$ cat src/rtl/hazard_if.sv
// hazard_if: bundles the hazard unit's pipeline-side signals.
//   master : pipeline/bench side. Drives register addresses, load/branch/
//            memory status and the write enables; reads the controls back.
//   slave  : hazard_unit side. Returns stall/flush/forward controls,
//            mem_err and the debug event counters.
interface hazard_if #(
    parameter int WIDTH = 5,
    parameter int CNT_W = 16
);
    logic [WIDTH-1:0] rs1D;
    logic [WIDTH-1:0] rs2D;
    logic             useRs1D;
    logic             useRs2D;
    logic [WIDTH-1:0] rs1E;
    logic [WIDTH-1:0] rs2E;
    logic [WIDTH-1:0] rdE;
    logic             memReadE;
    logic             PCSelE;
    logic [WIDTH-1:0] rdM;
    logic             RegWEnM;
    logic [WIDTH-1:0] rdW;
    logic             RegWEnW;
    logic             memReqM;
    logic             dmem_ready;

    logic             stallF;
    logic             stallD;
    logic             stallE;
    logic             stallM;
    logic             flushD;
    logic             flushE;
    logic [1:0]       fwdA;
    logic [1:0]       fwdB;
    logic             mem_err;
    logic [CNT_W-1:0] stall_cnt;
    logic [CNT_W-1:0] flush_cnt;

    modport master (
        output rs1D, rs2D, useRs1D, useRs2D, rs1E, rs2E, rdE, memReadE, PCSelE,
               rdM, RegWEnM, rdW, RegWEnW, memReqM, dmem_ready,
        input  stallF, stallD, stallE, stallM, flushD, flushE, fwdA, fwdB,
               mem_err, stall_cnt, flush_cnt
    );

    modport slave (
        input  rs1D, rs2D, useRs1D, useRs2D, rs1E, rs2E, rdE, memReadE, PCSelE,
               rdM, RegWEnM, rdW, RegWEnW, memReqM, dmem_ready,
        output stallF, stallD, stallE, stallM, flushD, flushE, fwdA, fwdB,
               mem_err, stall_cnt, flush_cnt
    );
endinterface

$ cat src/rtl/hazard_unit.sv
// hazard_unit: stall/flush/forward control for the five-stage pipeline.
// Ports:
//   clk, rst : clock, asynchronous active-high reset
//   hz       : hazard_if slave. Carries the ID/EX/MEM/WB hazard inputs and
//              the memory handshake. Returns the stallF/D/E/M, flushD/E and
//              fwdA/B controls, the sticky mem_err flag and the saturating
//              stall/flush event counters.
//
// state    | meaning
// RUN      | normal flow: branch flush, load-use stall, freeze on memory wait
// MEM_WAIT | waiting on dmem_ready; leaves on ready or after TIMEOUT cycles
module hazard_unit #(
    parameter int WIDTH   = 5,
    parameter int TIMEOUT = 15,
    parameter int CNT_W   = 16
) (
    input  logic     clk,
    input  logic     rst,
    hazard_if.slave  hz
);
    typedef enum logic {RUN, MEM_WAIT} state_t;

    localparam logic [7:0]       TMO_MAX = 8'(TIMEOUT);
    localparam logic [CNT_W-1:0] CNT_MAX = '1;

    state_t           state_q, state_d;
    logic [7:0]       tmo_q, tmo_d;
    logic             mem_err_q, mem_err_d;
    logic [CNT_W-1:0] stall_cnt_q, stall_cnt_d;
    logic [CNT_W-1:0] flush_cnt_q, flush_cnt_d;

    logic mem_pend, tmo_hit, freeze, load_use;
    logic stall_f, stall_d, stall_e, stall_m, flush_d, flush_e;

    // MEM result beats WB result; x0 is never forwarded.
    function automatic logic [1:0] fwd_sel(
        input logic [WIDTH-1:0] rs,
        input logic [WIDTH-1:0] rd_m, input logic wen_m,
        input logic [WIDTH-1:0] rd_w, input logic wen_w
    );
        if (wen_m && rd_m != '0 && rd_m == rs)
            return 2'b10;
        else if (wen_w && rd_w != '0 && rd_w == rs)
            return 2'b01;
        else
            return 2'b00;
    endfunction

    always_comb begin
        mem_pend = hz.memReqM & ~hz.dmem_ready;
        // On the timeout cycle the freeze drops even though the memory
        // never answered; the access is abandoned and mem_err set.
        tmo_hit  = (state_q == MEM_WAIT) && (tmo_q == TMO_MAX);
        freeze   = mem_pend & ~tmo_hit;
        load_use = hz.memReadE && (hz.rdE != '0) &&
                   ((hz.useRs1D && hz.rs1D == hz.rdE) ||
                    (hz.useRs2D && hz.rs2D == hz.rdE));

        stall_f = 1'b0;
        stall_d = 1'b0;
        stall_e = 1'b0;
        stall_m = 1'b0;
        flush_d = 1'b0;
        flush_e = 1'b0;
        if (freeze) begin
            stall_f = 1'b1;
            stall_d = 1'b1;
            stall_e = 1'b1;
            stall_m = 1'b1;
        end else if (hz.PCSelE) begin
            flush_d = 1'b1;
            flush_e = 1'b1;
        end else if (load_use) begin
            stall_f = 1'b1;
            stall_d = 1'b1;
            flush_e = 1'b1;
        end
    end

    always_comb begin
        state_d   = state_q;
        tmo_d     = tmo_q;
        mem_err_d = mem_err_q;
        unique case (state_q)
            RUN: begin
                if (mem_pend) begin
                    state_d = MEM_WAIT;
                    tmo_d   = 8'd0;
                end
            end
            MEM_WAIT: begin
                if (hz.dmem_ready) begin
                    state_d = RUN;
                    tmo_d   = 8'd0;
                end else if (tmo_hit) begin
                    state_d   = RUN;
                    tmo_d     = 8'd0;
                    mem_err_d = 1'b1;
                end else begin
                    tmo_d = tmo_q + 8'd1;
                end
            end
            default: begin
                state_d = RUN;
                tmo_d   = 8'd0;
            end
        endcase

        stall_cnt_d = stall_cnt_q;
        flush_cnt_d = flush_cnt_q;
        if (stall_f && stall_cnt_q != CNT_MAX)
            stall_cnt_d = stall_cnt_q + 1'b1;
        if ((flush_d || flush_e) && flush_cnt_q != CNT_MAX)
            flush_cnt_d = flush_cnt_q + 1'b1;
    end

    always_ff @(posedge clk or posedge rst) begin
        if (rst) begin
            state_q     <= RUN;
            tmo_q       <= 8'd0;
            mem_err_q   <= 1'b0;
            stall_cnt_q <= '0;
            flush_cnt_q <= '0;
        end else begin
            state_q     <= state_d;
            tmo_q       <= tmo_d;
            mem_err_q   <= mem_err_d;
            stall_cnt_q <= stall_cnt_d;
            flush_cnt_q <= flush_cnt_d;
        end
    end

    assign hz.stallF    = stall_f;
    assign hz.stallD    = stall_d;
    assign hz.stallE    = stall_e;
    assign hz.stallM    = stall_m;
    assign hz.flushD    = flush_d;
    assign hz.flushE    = flush_e;
    assign hz.fwdA      = fwd_sel(hz.rs1E, hz.rdM, hz.RegWEnM, hz.rdW, hz.RegWEnW);
    assign hz.fwdB      = fwd_sel(hz.rs2E, hz.rdM, hz.RegWEnM, hz.rdW, hz.RegWEnW);
    assign hz.mem_err   = mem_err_q;
    assign hz.stall_cnt = stall_cnt_q;
    assign hz.flush_cnt = flush_cnt_q;
endmodule

$ cat src/flat_wrapper.sv
// flat-port wrapper written by rule: the top's interface ports become plain ports
module hazard_unit_flat 
#(
    parameter int WIDTH   = 5,
    parameter int TIMEOUT = 15,
    parameter int CNT_W   = 16
)
  (clk, rst, hz_rs1D, hz_rs2D, hz_useRs1D, hz_useRs2D, hz_rs1E, hz_rs2E, hz_rdE, hz_memReadE, hz_PCSelE, hz_rdM, hz_RegWEnM, hz_rdW, hz_RegWEnW, hz_memReqM, hz_dmem_ready, hz_stallF, hz_stallD, hz_stallE, hz_stallM, hz_flushD, hz_flushE, hz_fwdA, hz_fwdB, hz_mem_err, hz_stall_cnt, hz_flush_cnt);
  hazard_if #(.WIDTH(WIDTH), .CNT_W(CNT_W)) hz_i ();
  input  logic clk;
  input  logic rst;
  input wire logic [$bits(hz_i.rs1D)-1:0] hz_rs1D;
  input wire logic [$bits(hz_i.rs2D)-1:0] hz_rs2D;
  input wire logic [$bits(hz_i.useRs1D)-1:0] hz_useRs1D;
  input wire logic [$bits(hz_i.useRs2D)-1:0] hz_useRs2D;
  input wire logic [$bits(hz_i.rs1E)-1:0] hz_rs1E;
  input wire logic [$bits(hz_i.rs2E)-1:0] hz_rs2E;
  input wire logic [$bits(hz_i.rdE)-1:0] hz_rdE;
  input wire logic [$bits(hz_i.memReadE)-1:0] hz_memReadE;
  input wire logic [$bits(hz_i.PCSelE)-1:0] hz_PCSelE;
  input wire logic [$bits(hz_i.rdM)-1:0] hz_rdM;
  input wire logic [$bits(hz_i.RegWEnM)-1:0] hz_RegWEnM;
  input wire logic [$bits(hz_i.rdW)-1:0] hz_rdW;
  input wire logic [$bits(hz_i.RegWEnW)-1:0] hz_RegWEnW;
  input wire logic [$bits(hz_i.memReqM)-1:0] hz_memReqM;
  input wire logic [$bits(hz_i.dmem_ready)-1:0] hz_dmem_ready;
  output wire logic [$bits(hz_i.stallF)-1:0] hz_stallF;
  output wire logic [$bits(hz_i.stallD)-1:0] hz_stallD;
  output wire logic [$bits(hz_i.stallE)-1:0] hz_stallE;
  output wire logic [$bits(hz_i.stallM)-1:0] hz_stallM;
  output wire logic [$bits(hz_i.flushD)-1:0] hz_flushD;
  output wire logic [$bits(hz_i.flushE)-1:0] hz_flushE;
  output wire logic [$bits(hz_i.fwdA)-1:0] hz_fwdA;
  output wire logic [$bits(hz_i.fwdB)-1:0] hz_fwdB;
  output wire logic [$bits(hz_i.mem_err)-1:0] hz_mem_err;
  output wire logic [$bits(hz_i.stall_cnt)-1:0] hz_stall_cnt;
  output wire logic [$bits(hz_i.flush_cnt)-1:0] hz_flush_cnt;
  assign hz_i.rs1D = hz_rs1D;
  assign hz_i.rs2D = hz_rs2D;
  assign hz_i.useRs1D = hz_useRs1D;
  assign hz_i.useRs2D = hz_useRs2D;
  assign hz_i.rs1E = hz_rs1E;
  assign hz_i.rs2E = hz_rs2E;
  assign hz_i.rdE = hz_rdE;
  assign hz_i.memReadE = hz_memReadE;
  assign hz_i.PCSelE = hz_PCSelE;
  assign hz_i.rdM = hz_rdM;
  assign hz_i.RegWEnM = hz_RegWEnM;
  assign hz_i.rdW = hz_rdW;
  assign hz_i.RegWEnW = hz_RegWEnW;
  assign hz_i.memReqM = hz_memReqM;
  assign hz_i.dmem_ready = hz_dmem_ready;
  assign hz_stallF = hz_i.stallF;
  assign hz_stallD = hz_i.stallD;
  assign hz_stallE = hz_i.stallE;
  assign hz_stallM = hz_i.stallM;
  assign hz_flushD = hz_i.flushD;
  assign hz_flushE = hz_i.flushE;
  assign hz_fwdA = hz_i.fwdA;
  assign hz_fwdB = hz_i.fwdB;
  assign hz_mem_err = hz_i.mem_err;
  assign hz_stall_cnt = hz_i.stall_cnt;
  assign hz_flush_cnt = hz_i.flush_cnt;
  hazard_unit #(.WIDTH(WIDTH), .TIMEOUT(TIMEOUT), .CNT_W(CNT_W)) u_core (.clk(clk), .rst(rst), .hz(hz_i));
endmodule
$ cat config.mk
export PLATFORM = sky130hd
export DESIGN_NAME = hazard_unit_flat
export DESIGN_NICKNAME = d
export VERILOG_FILES = /design/src/rtl/hazard_if.sv /design/src/rtl/hazard_unit.sv /design/src/flat_wrapper.sv
export SDC_FILE = /design/constraint.sdc
export NUM_CORES = 1
export LEC_CHECK = 0
export ABC_CLOCK_PERIOD_IN_PS = 2100
export CORE_MARGIN = 3
export CORE_UTILIZATION = 42
export CTS_BUF_LIST = sky130_fd_sc_hd__clkbuf_8
export CTS_CLUSTER_SIZE = 10
export DETAILED_ROUTE_END_ITERATION = 12
export PLACE_DENSITY = 0.78
export SYNTH_ARGS = -nofsm -noshare
export SYNTH_HDL_FRONTEND = slang
export SYNTH_SLANG_ARGS = --single-unit
$ cat constraint.sdc
create_clock -name clk -period 2.1 [get_ports clk]
set_input_delay 0.315 -clock clk [delete_from_list [all_inputs] [get_ports clk]]
set_output_delay 0.315 -clock clk [all_outputs]
set_load 0.03 [all_outputs]
* Word level (Yosys, flattened, before mapping) *
Cells that the tools add are included.

word-level totals
  bits of input ports = 45
  logic and storage cells = 62
  bits in registers = 42

operators by class
  reductions and logical operators = 19
  muxes and demuxes = 20
  bitwise operators = 5
  equality and inequality tests = 10
  add/sub/neg operators = 3

operator list
  kind                                                   number
  adder 16 x 1 -> 16 bit, second input constant          2
  inequality test 16 bit, second input constant          2
  equality test 5 bit                                    6
  two-way mux 8 bit                                      3
  case mux 8 bit (2 select lines)                        1
  nonzero test 5 bit                                     3
  logical AND 1 bit                                      13
  two-way mux 1 bit                                      13
  adder 8 x 1 -> 8 bit, second input constant            1
  equality test 8 x 4 -> 1 bit, second input constant    1
  two-way mux 2 bit                                      2
  inverter 1 bit                                         3
  AND reduction 3 bit                                    1
  AND 1 bit                                              2
  logical OR 1 bit                                       2
  inequality test 2 x 1 -> 1 bit, second input constant  1
  case mux 1 bit (2 select lines)                        1

* Depth between registers and ports, before layout *
Gate-level depths: netlist of the first run.

  word-level depth = 9
  mapped depth = 8

* Least setup slack after synthesis of the first run *
Ideal clock, no wire load.

  kind = input-to-output
  start = input hz_rdM[0]
  end = output hz_fwdA[0]
  path slack = -0.467 ns
  arrival = 2.252 ns
  data required time = 1.785 ns
  cell stages on the path = 4
  cell sequence = or4_1 > o21ai_0 > nor4_1 > nor4_1

on the way
  cells in the longest elaborated chain, start to end = 4
  elaborated cells on any way between the ends = 5
  classes of those cells = 1 x eq/ne; 1 x mux; 3 x reduce/logical

RTL lines
  what                   line                RTL
  start, declared        flat_wrapper.sv:21  input wire logic [$bits(hz_i.rdM)-1:0] hz_rdM;
  nonzero test 5 bit     hazard_unit.sv:41   if (wen_m && rd_m != '0 && rd_m == rs)
  logical AND 1 bit      hazard_unit.sv:41
  logical AND 1 bit (*)  hazard_unit.sv:41
  two-way mux 2 bit (*)  hazard_unit.sv:41
  end, declared          flat_wrapper.sv:33  output wire logic [$bits(hz_i.fwdA)-1:0] hz_fwdA;

Every way passes the cells marked *; elsewhere a longest branch is shown, timed or not.

* Worst setup path after layout of the first run *
  start = register u_core.tmo_q[7]
  end = output hz_stallD

on the way
  cells in the longest elaborated chain, start to end = 5

RTL lines
  what                          line                RTL
  start, declared               hazard_unit.sv:27   logic [7:0] tmo_q, tmo_d;
  start signal, assigned        hazard_unit.sv:126  tmo_q <= tmo_d;
  equality test 8 x 4 -> 1 bit  hazard_unit.sv:53   tmo_hit = (state_q == MEM_WAIT) && (tmo_q == TMO_MAX);
  logical AND 1 bit             hazard_unit.sv:53
  inverter 1 bit                hazard_unit.sv:54   freeze = mem_pend & ~tmo_hit;
  AND 1 bit                     hazard_unit.sv:54
  two-way mux 1 bit             hazard_unit.sv:65   if (freeze) begin
  end, declared                 flat_wrapper.sv:28  output wire logic [$bits(hz_i.stallD)-1:0] hz_stallD;

No other way between the ends.

==> flow_summary.html, run 1 <==
<table>
<tr><th>Metric</th><th>Value</th></tr>
<tr><th colspan="2">Finish</th></tr>
<tr><td>Final Net Count</td><td>444</td></tr>
<tr><td>Most used cells in the layout excluding fill and tap cells</td><td>sky130_fd_sc_hd__buf_4, sky130_fd_sc_hd__clkdlybuf4s50_1, sky130_fd_sc_hd__dfrtp_1</td></tr>
<tr><td>Layout Area Growth over Synthesis</td><td>64.9%</td></tr>
<tr><td>Ratio of cells with drive above 1 in the final layout</td><td>0.305</td></tr>
<tr><td>Share of the core filled with cells</td><td>0.731</td></tr>
<tr><td>Count of antenna diodes in the layout</td><td>0</td></tr>
<tr><td>Most common cell after layout, fill and taps aside</td><td>sky130_fd_sc_hd__buf_4</td></tr>
<tr><th colspan="2">Clocking</th></tr>
<tr><td>Maximum number of buffers from clock root to sink</td><td>2</td></tr>
<tr><td>Clock sink count</td><td>42</td></tr>
<tr><td>CTS tree</td><td>yes</td></tr>
<tr><td>Clock Latency Late Sink</td><td>0.30 ns</td></tr>
<tr><td>Total CTS buffers</td><td>5</td></tr>
<tr><td>Max H-tree Level</td><td>2</td></tr>
<tr><td>Clock-pin slew of the registers on the worst-case setup and hold paths</td><td>0.08 ns</td></tr>
<tr><td>CTS Root Buffer Type</td><td>sky130_fd_sc_hd__clkbuf_8</td></tr>
<tr><td>Cts-stage hold buffer count</td><td>0</td></tr>
<tr><th colspan="2">Timing</th></tr>
<tr><td>Slew Limit Headroom</td><td>0.676</td></tr>
<tr><td>Min cycle time layout</td><td>2.22 ns</td></tr>
<tr><td>Setup TNS</td><td>-0.510 ns</td></tr>
<tr><td>Top achievable clock speed</td><td>451 MHz</td></tr>
<tr><td>Worst-case clock skew</td><td>slightly below 0.007 ns</td></tr>
<tr><td>Final Max Tran Viols</td><td>0</td></tr>
<tr><td>Transition time at the pin with the least slew margin</td><td>around 0.48 ns</td></tr>
<tr><td>Min setup slack post-route</td><td>-0.119 ns</td></tr>
<tr><td>Final hold violations</td><td>0</td></tr>
<tr><td>Number of endpoints failing setup at the final stage</td><td>7</td></tr>
<tr><td>Unrepaired setup endpoints after global routing</td><td>yes</td></tr>
<tr><td>Period utilisation layout</td><td>1.06</td></tr>
<tr><th colspan="2">Die</th></tr>
<tr><td>Effective utilization at floorplan</td><td>0.443</td></tr>
<tr><td>Top-level port count</td><td>88</td></tr>
<tr><td>Height of the die</td><td>82.9 um</td></tr>
<tr><td>Number of standard-cell rows in the floorplan</td><td>27</td></tr>
<tr><td>Total Die Area</td><td>0.00688 mm^2</td></tr>
<tr><td>Core box area</td><td>0.00561 mm^2</td></tr>
<tr><td>Die X</td><td>82.9 um</td></tr>
<tr><th colspan="2">Placement</th></tr>
<tr><td>Detailed placer's ending HPWL</td><td>~5200 um</td></tr>
<tr><td>Input/output buffers</td><td>87</td></tr>
<tr><td>Final weighted congestion in routability-driven placement</td><td>0.846</td></tr>
<tr><th colspan="2">Logic synthesis</th></tr>
<tr><td>Flop and latch count out of synthesis</td><td>42</td></tr>
<tr><td>Count of flip-flops with a built-in enable after synthesis</td><td>0</td></tr>
<tr><td>Post-Syn Nets</td><td>300</td></tr>
<tr><td>Fraction of synthesis flops using an asynchronous set or reset pin</td><td>1.00</td></tr>
<tr><td>Library cell with the largest summed area after synthesis</td><td>sky130_fd_sc_hd__dfrtp_1</td></tr>
<tr><td>Netlist cell types</td><td>45</td></tr>
<tr><td>Fraction of post-synthesis cell area in the top cell type by area</td><td>0.423</td></tr>
<tr><td>Largest cells by area after synthesis</td><td>sky130_fd_sc_hd__dfrtp_1, sky130_fd_sc_hd__xnor2_1, sky130_fd_sc_hd__xor2_1</td></tr>
<tr><td>Mean instance size in the synthesized netlist</td><td>9.87 um^2</td></tr>
<tr><td>Sequential cell area fraction in the yosys report</td><td>0.423</td></tr>
<tr><td>Warning count from the yosys run</td><td>0</td></tr>
<tr><td>Most used DFF post-synth</td><td>sky130_fd_sc_hd__dfrtp_1</td></tr>
<tr><td>Mapped Area</td><td>between 0.002 and 0.0025 mm^2</td></tr>
<tr><td>Cells after Synth</td><td>252</td></tr>
<tr><th colspan="2">Flow run</th></tr>
<tr><td>Maxcap violations</td><td>0</td></tr>
<tr><th colspan="2">Global route</th></tr>
<tr><td>Antenna violations before repair</td><td>0</td></tr>
<tr><td>Global-route wire length before repair</td><td>between 10,000 and 15,000 um</td></tr>
<tr><td>Via count of the first global-routing pass</td><td>2,507</td></tr>
<tr><td>Leftover overflow at the end of global routing</td><td>0</td></tr>
<tr><td>Total global-route track usage</td><td>0.204</td></tr>
<tr><td>Largest net degree at the start of global routing</td><td>27</td></tr>
<tr><th colspan="2">Setup path</th></tr>
<tr><td>FF-to-FF Start</td><td>u_core.tmo_q[0]</td></tr>
<tr><td>Data arrival, critical path</td><td>1.90 ns</td></tr>
<tr><td>Critical path type</td><td>reg -&gt; out</td></tr>
<tr><td>Largest fanout of any net on the critical path</td><td>4</td></tr>
<tr><td>Critical-path top delay cell</td><td>sky130_fd_sc_hd__or4b_4</td></tr>
<tr><td>R2R depth</td><td>10</td></tr>
<tr><td>Dominant cell type by count on the critical path</td><td>sky130_fd_sc_hd__buf_6</td></tr>
<tr><td>Ordered cell list for the critical path</td><td>or4b_4, o21ai_4, buf_6, o31ai_4, buf_6, buf_6</td></tr>
<tr><td>Endpoint of the worst register-to-register path</td><td>u_core.hz.stall_cnt[15]</td></tr>
<tr><td>Crit path required time</td><td>1.78 ns</td></tr>
<tr><td>Kind of start point of the critical path</td><td>flip-flop</td></tr>
<tr><td>Critical Path Sink Type</td><td>output pin</td></tr>
<tr><td>Reg2Reg Setup Slack</td><td>-0.03 ns</td></tr>
<tr><td>Max incr delay on CP</td><td>0.57 ns</td></tr>
<tr><td>Dominant delay contributor by cell family on the critical path</td><td>simple AND/OR/NAND/NOR gates</td></tr>
<tr><td>Combined buffer and inverter count along the critical path</td><td>3</td></tr>
<tr><th colspan="2">Detailed routing</th></tr>
<tr><td>Ratio of routed vias to standard cells</td><td>5.26</td></tr>
<tr><td>Initial detailed-routing violation count</td><td>approximately 150</td></tr>
<tr><td>Total Wirelength</td><td>7190 um</td></tr>
<tr><td>Total iterations of the first detailed-routing run</td><td>4</td></tr>
<tr><td>Total number of vias</td><td>2,469</td></tr>
<tr><td>Post-DR wirelength/cell</td><td>15.3 um</td></tr>
<tr><td>Final antenna-violating net count</td><td>0</td></tr>
<tr><td>Remaining design rule violation count</td><td>0</td></tr>
<tr><th colspan="2">Status</th></tr>
<tr><td>Violated checks</td><td>setup timing</td></tr>
<tr><td>Status</td><td>finished, violations left</td></tr>
<tr><th colspan="2">Power and ir drop</th></tr>
<tr><td>Peak ir drop on the vdd network</td><td>0.535 mV</td></tr>
<tr><td>LEAKAGE</td><td>1.90 nW</td></tr>
<tr><td>Total power per unit cell area</td><td>691 mW/mm^2</td></tr>
<tr><th colspan="2">Hold path</th></tr>
<tr><td>Worst min-delay path class</td><td>in -&gt; async</td></tr>
</table>
-- worst min-delay path: cells and delay by family --
| family | cells | cell delay [ns] |
|---|---|---|
| buffers and inverters | 3 | 0.73 |
-- where the power goes --
part,internal (mW),switching (mW),total (mW)
Clock,0.350,0.283,0.633
Sequential,0.932,0.134,1.07
Combinational,0.543,0.593,1.14
Total,1.83,1.01,2.84
-- routing by layer --
| metal | track usage | wire [um] |
|---|---|---|
| met5 | 0 | 0 |
| met2 | 0.352 | 3740 |
| met4 | 0.0698 | 154 |
| met3 | 0.0397 | 268 |
| met1 | 0.254 | 3030 |
-- registers in the layout, indices dropped and copies added, names as in the netlist --
signal,flops
u_core.hz.flush_cnt,16
u_core.tmo_q,8
u_core.hz.mem_err,1
u_core.hz.stall_cnt,16
u_core.state_q,1
-- how the worst max path moves through the flow --
stage                 endpoint  cells past startpoint             from
global placement     hz_flushE                      7        hz_rdE[0]
finish               hz_stallD                      6  u_core.tmo_q[7]
CTS                  hz_flushD                      6  u_core.tmo_q[7]
detailed placement   hz_flushE                      8        hz_rdE[3]
floorplan           hz_fwdA[0]                      4        hz_rdM[0]
global route         hz_flushD                      6  u_core.tmo_q[7]
-- area by class of cell --
type,count,area [um^2]
multi-input cells,199,1540
flip-flops and latches,42,1050
clock inverters,3,40.0
well taps,72,90.1
inverters,6,22.5
fillers,386,1510
clock buffers,5,68.8
repair buffers,142,1280
-- metrics by stage --
stage | area (um^2) | hold WS (ns) | cells | total power, mW | setup WS (ns)
after floorplan | 2510 | 0.388 | 252 | 1.61 | -0.165
after global placement | 3780 | 0.455 | 454 | 2.12 | -0.535
after detailed placement | 3780 | 0.479 | 454 | 2.15 | -0.579
after CTS | 3950 | 0.370 | 465 | 2.80 | -0.117
after global routing | 4100 | 0.401 | 469 | 2.98 | -0.180
final | 4100 | 0.364 | 469 | 2.84 | -0.119
-- kinds of logic after synthesis --
logic type,after synthesis,share of synthesized area
adders and majority gates,3,0.0151
muxes,3,0.0136
AOI/OAI and AO/OA,32,0.0891
buffers and inverters,11,0.0257
DFF,42,0.423
and+or+nand+nor,102,0.226
xor gates and xnor gates,59,0.208
-- what timing repair did --
action | CTS | global route
buffers inserted | 5 | 4
cloned | 0 | 0
pin swaps | 14 | 15
setup endpoints to repair | 30 | 35
resized for setup | 63 | 38
-- cell usage after synthesis (2+ instances only) --
master / instances
sky130_fd_sc_hd__or2_2: 2
sky130_fd_sc_hd__xor2_1: 27
sky130_fd_sc_hd__ha_1: 3
sky130_fd_sc_hd__o211ai_1: 2
sky130_fd_sc_hd__nand4_1: 13
sky130_fd_sc_hd__nand2b_1: 2
sky130_fd_sc_hd__and4_2: 2
sky130_fd_sc_hd__a21oi_2: 2
sky130_fd_sc_hd__nor4_1: 6
sky130_fd_sc_hd__mux2_2: 3
sky130_fd_sc_hd__buf_4: 3
sky130_fd_sc_hd__xnor2_1: 32
sky130_fd_sc_hd__dfrtp_1: 42
sky130_fd_sc_hd__nor3_1: 4
sky130_fd_sc_hd__nor2b_1: 2
sky130_fd_sc_hd__o21ai_0: 13
sky130_fd_sc_hd__inv_1: 6
sky130_fd_sc_hd__o31ai_1: 3
sky130_fd_sc_hd__a21oi_1: 2
sky130_fd_sc_hd__nand2_1: 16
sky130_fd_sc_hd__or4_1: 5
sky130_fd_sc_hd__nor2_1: 22
sky130_fd_sc_hd__nand3_1: 13
sky130_fd_sc_hd__and3_1: 6
No activity file was read; power rests on OpenSTA's default activity.
==> run 2: changes to the inputs <==
- CAP_MARGIN: default -> 20
==> results of run 2 <==
The final DEF is identical to that of run 1; final timing and power are the same.
==> run 3: changes to the inputs <==
==> constraint.sdc (replaced) <==
create_clock -name clk -period 2.1 [get_ports clk]
set_input_delay 0.315 -clock clk [delete_from_list [all_inputs] [get_ports clk]]
set_output_delay 0.315 -clock clk [all_outputs]
set_load 0.1 [all_outputs]
==> run 3 against run 2 <==
  * The flow still finishes with violations (setup timing)
  * Routed wire length up 18%
  * Via count rose by 5.5%
  * Largest cell class unchanged
  * Sequential share of layout area shrank 1.2 points
==> flow_summary.html, run 3 (synthesis gave the netlist of run 1 again) <==
<table>
<tr><th>Metric</th><th>Value</th></tr>
<tr><th colspan="2">Clocking</th></tr>
<tr><td>CTS Root Buffer Type</td><td>sky130_fd_sc_hd__clkbuf_8</td></tr>
<tr><td>Total CTS buffers</td><td>5 (unchanged)</td></tr>
<tr><td>CTS tree</td><td>yes</td></tr>
<tr><td>Clock sink count</td><td>42 (unchanged)</td></tr>
<tr><td>Maximum number of buffers from clock root to sink</td><td>2 (unchanged)</td></tr>
<tr><td>Max H-tree Level</td><td>2 (unchanged)</td></tr>
<tr><td>Clock Latency Late Sink</td><td>0.31 ns (about the same)</td></tr>
<tr><td>Clock-pin slew of the registers on the worst-case setup and hold paths</td><td>0.10 ns (+0.02 ns)</td></tr>
<tr><th colspan="2">Detailed routing</th></tr>
<tr><td>Initial detailed-routing violation count</td><td>129 (-15%)</td></tr>
<tr><td>Total iterations of the first detailed-routing run</td><td>4 (unchanged)</td></tr>
<tr><td>Total Wirelength</td><td>8500 um (+18%)</td></tr>
<tr><td>Post-DR wirelength/cell</td><td>17.7 um (+16%)</td></tr>
<tr><td>Final antenna-violating net count</td><td>0 (unchanged)</td></tr>
<tr><td>Total number of vias</td><td>2,606 (+5.5%)</td></tr>
<tr><td>Ratio of routed vias to standard cells</td><td>5.44 (+3.3%)</td></tr>
<tr><td>Remaining design rule violation count</td><td>0 (unchanged)</td></tr>
<tr><th colspan="2">Global route</th></tr>
<tr><td>Leftover overflow at the end of global routing</td><td>0 (unchanged)</td></tr>
<tr><td>Total global-route track usage</td><td>0.239 (+0.0346)</td></tr>
<tr><td>Via count of the first global-routing pass</td><td>2,702 (+7.8%)</td></tr>
<tr><td>Global-route wire length before repair</td><td>13,400 um (+15%)</td></tr>
<tr><td>Largest net degree at the start of global routing</td><td>43 (+59%)</td></tr>
<tr><td>Antenna violations before repair</td><td>0 (unchanged)</td></tr>
<tr><th colspan="2">Timing</th></tr>
<tr><td>Min cycle time layout</td><td>2.39 ns (+0.173 ns)</td></tr>
<tr><td>Number of endpoints failing setup at the final stage</td><td>32 (+25)</td></tr>
<tr><td>Transition time at the pin with the least slew margin</td><td>0.521 ns (+0.0364 ns)</td></tr>
<tr><td>Slew Limit Headroom</td><td>0.653 (-0.0231)</td></tr>
<tr><td>Top achievable clock speed</td><td>418 MHz (-7.2%)</td></tr>
<tr><td>Min setup slack post-route</td><td>-0.292 ns (-0.173 ns)</td></tr>
<tr><td>Setup TNS</td><td>-4.49 ns (-3.98 ns)</td></tr>
<tr><td>Final Max Tran Viols</td><td>0 (unchanged)</td></tr>
<tr><td>Period utilisation layout</td><td>1.14 (+0.0822)</td></tr>
<tr><td>Unrepaired setup endpoints after global routing</td><td>yes</td></tr>
<tr><td>Worst-case clock skew</td><td>0.0147 ns (+0.00795 ns)</td></tr>
<tr><td>Final hold violations</td><td>0 (unchanged)</td></tr>
<tr><th colspan="2">Finish</th></tr>
<tr><td>Most common cell after layout, fill and taps aside</td><td>sky130_fd_sc_hd__buf_4</td></tr>
<tr><td>Fillcell total</td><td>327 (-15%)</td></tr>
<tr><td>Share of the core filled with cells</td><td>0.811 (+0.0797)</td></tr>
<tr><td>Count of antenna diodes in the layout</td><td>0 (unchanged)</td></tr>
<tr><td>Sequential cell area</td><td>0.00111 mm^2 (+5.6%)</td></tr>
<tr><td>Most used cells in the layout excluding fill and tap cells</td><td>sky130_fd_sc_hd__buf_4, sky130_fd_sc_hd__xor2_1, sky130_fd_sc_hd__xnor2_1</td></tr>
<tr><td>Final Net Count</td><td>454 (+2.3%)</td></tr>
<tr><td>Multi-input combinational cell area</td><td>0.00176 mm^2 (+14%)</td></tr>
<tr><td>Final std cells w/o fill</td><td>479 (+2.1%)</td></tr>
<tr><td>Layout Area Growth over Synthesis</td><td>82.9%</td></tr>
<tr><td>Ratio of cells with drive above 1 in the final layout</td><td>0.523 (+0.219)</td></tr>
<tr><th colspan="2">Die</th></tr>
<tr><td>Height of the die</td><td>82.9 um (unchanged)</td></tr>
<tr><td>Top-level port count</td><td>88 (unchanged)</td></tr>
<tr><td>Effective utilization at floorplan</td><td>0.443 (unchanged)</td></tr>
<tr><td>Core box area</td><td>0.00561 mm^2 (unchanged)</td></tr>
<tr><td>Total Die Area</td><td>0.00688 mm^2 (unchanged)</td></tr>
<tr><td>Number of standard-cell rows in the floorplan</td><td>27 (unchanged)</td></tr>
<tr><td>Die X</td><td>82.9 um (unchanged)</td></tr>
<tr><th colspan="2">Setup path</th></tr>
<tr><td>Ordered cell list for the critical path</td><td>or4b_4, o21ai_4, buf_6, clkinvlp_4, nor2_4, buf_12</td></tr>
<tr><td>Crit path required time</td><td>1.78 ns (about the same)</td></tr>
<tr><td>Kind of start point of the critical path</td><td>flip-flop</td></tr>
<tr><td>Largest fanout of any net on the critical path</td><td>3 (-1)</td></tr>
<tr><td>Launching element of the worst setup path</td><td>u_core.tmo_q[7]</td></tr>
<tr><td>Critical Path Sink Type</td><td>output pin</td></tr>
<tr><td>Critical path type</td><td>reg -&gt; out</td></tr>
<tr><td>Max incr delay on CP</td><td>0.57 ns (about the same)</td></tr>
<tr><td>Critical-path top delay cell</td><td>sky130_fd_sc_hd__or4b_4</td></tr>
<tr><td>FF-to-FF Start</td><td>u_core.tmo_q[7]</td></tr>
<tr><td>Data arrival, critical path</td><td>2.08 ns (+0.18 ns)</td></tr>
<tr><th colspan="2">Power and ir drop</th></tr>
<tr><td>Peak ir drop on the vdd network</td><td>1.35 mV (+150%)</td></tr>
<tr><td>LEAKAGE</td><td>2.06 nW (+8.5%)</td></tr>
<tr><td>Total power per unit cell area</td><td>804 mW/mm^2 (+16%)</td></tr>
<tr><td>Total power</td><td>3.65 mW (+29%)</td></tr>
<tr><th colspan="2">Placement</th></tr>
<tr><td>Final weighted congestion in routability-driven placement</td><td>0.852 (+0.67%)</td></tr>
<tr><td>Total instance count after detailed placement</td><td>450 (-0.88%)</td></tr>
<tr><td>Minimum setup slack after placement</td><td>-0.422 ns (+0.157 ns)</td></tr>
<tr><td>Input/output buffers</td><td>87 (unchanged)</td></tr>
<tr><td>Detailed placer's ending HPWL</td><td>5510 um (+5.6%)</td></tr>
<tr><th colspan="2">Status</th></tr>
<tr><td>Violated checks</td><td>setup timing</td></tr>
<tr><td>Status</td><td>finished, violations left</td></tr>
<tr><th colspan="2">Hold path</th></tr>
<tr><td>Worst min-delay path class</td><td>in -&gt; async</td></tr>
<tr><th colspan="2">Flow run</th></tr>
<tr><td>Maxcap violations</td><td>0 (unchanged)</td></tr>
</table>
## run 3: changes by cell type in the layout (fill, tap and decap cells not counted), moves of 7 or more
cell / delta
sky130_fd_sc_hd__buf_4: +33
sky130_fd_sc_hd__dfrtp_4: +10
sky130_fd_sc_hd__buf_12: +12
sky130_fd_sc_hd__dfrtp_1: -27
sky130_fd_sc_hd__dfrtp_2: +17
sky130_fd_sc_hd__nor2_4: +9
sky130_fd_sc_hd__clkdlybuf4s50_1: -23
sky130_fd_sc_hd__dlygate4sd2_1: -7
## run 3: power by group
group          switching, mW  internal, mW  leakage, nW
combinational           1.29         0.544         1.49
sequential             0.167         0.972        0.514
clock                  0.319         0.363       0.0563
total                   1.78          1.88         2.06
## run 3: final timing paths
| path | end | slack, ns | depth (start not counted) |
|---|---|---|---|
| worst max register to register | u_core.hz.stall_cnt[11] | -0.22 | 10 |
| worst min-delay path | u_core.hz.stall_cnt[9] | 0.42 | 3 |
| min in group clk | u_core.hz.stall_cnt[11] | 0.48 | 1 |
| worst max-delay path | hz_flushD | -0.29 | 6 |
| max in group asynchronous | u_core.hz.flush_cnt[5] | 1.28 | 3 |
| worst min register to register | u_core.hz.stall_cnt[11] | 0.48 | 1 |
## run 3: repair_timing
| action | in CTS | in global routing |
|---|---|---|
| buffers inserted | 13 | 8 |
| endpoints found under the setup margin | 33 | 35 |
| pin swaps | 16 | 27 |
| cloned | 0 | 1 |
| gates resized for setup | 68 | 41 |
| hold buffers | 0 | 0 |
## run 3: final cells by class
cell class | count | area share
clock buffer | 5 | 0.0151
clock inverter | 3 | 0.0107
inverter | 6 | 0.00578
multi-input combinational | 199 | 0.386
sequential | 42 | 0.245
tap | 72 | 0.0198
timing repair buffer | 152 | 0.318
## run 3: routing by layer
layer,up-vias,track usage,routed length [um]
met3,23,0.0476,385
met1,1287,0.275,3200
met4,0,0.0773,252
met5,-,0,0
li1,1198,-,-
met2,98,0.439,4660
## run 3: per-stage QoR
step / cell area [um^2] / hold WS, ns
after global routing: 4550 / 0.479
after CTS: 4340 / 0.448
final: 4550 / 0.422
after global placement: 3970 / 0.472
after detailed placement: 3970 / 0.472
after floorplan: 2700 / 0.388
## run 3: critical path, delay by kind of cell (launching register included)
family	cells	cell delay, ns
buffers and inverters	3	0.48
AOI/OAI and AO/OA	1	0.16
DFF	1	0.41
and+or+nand+nor	2	0.72
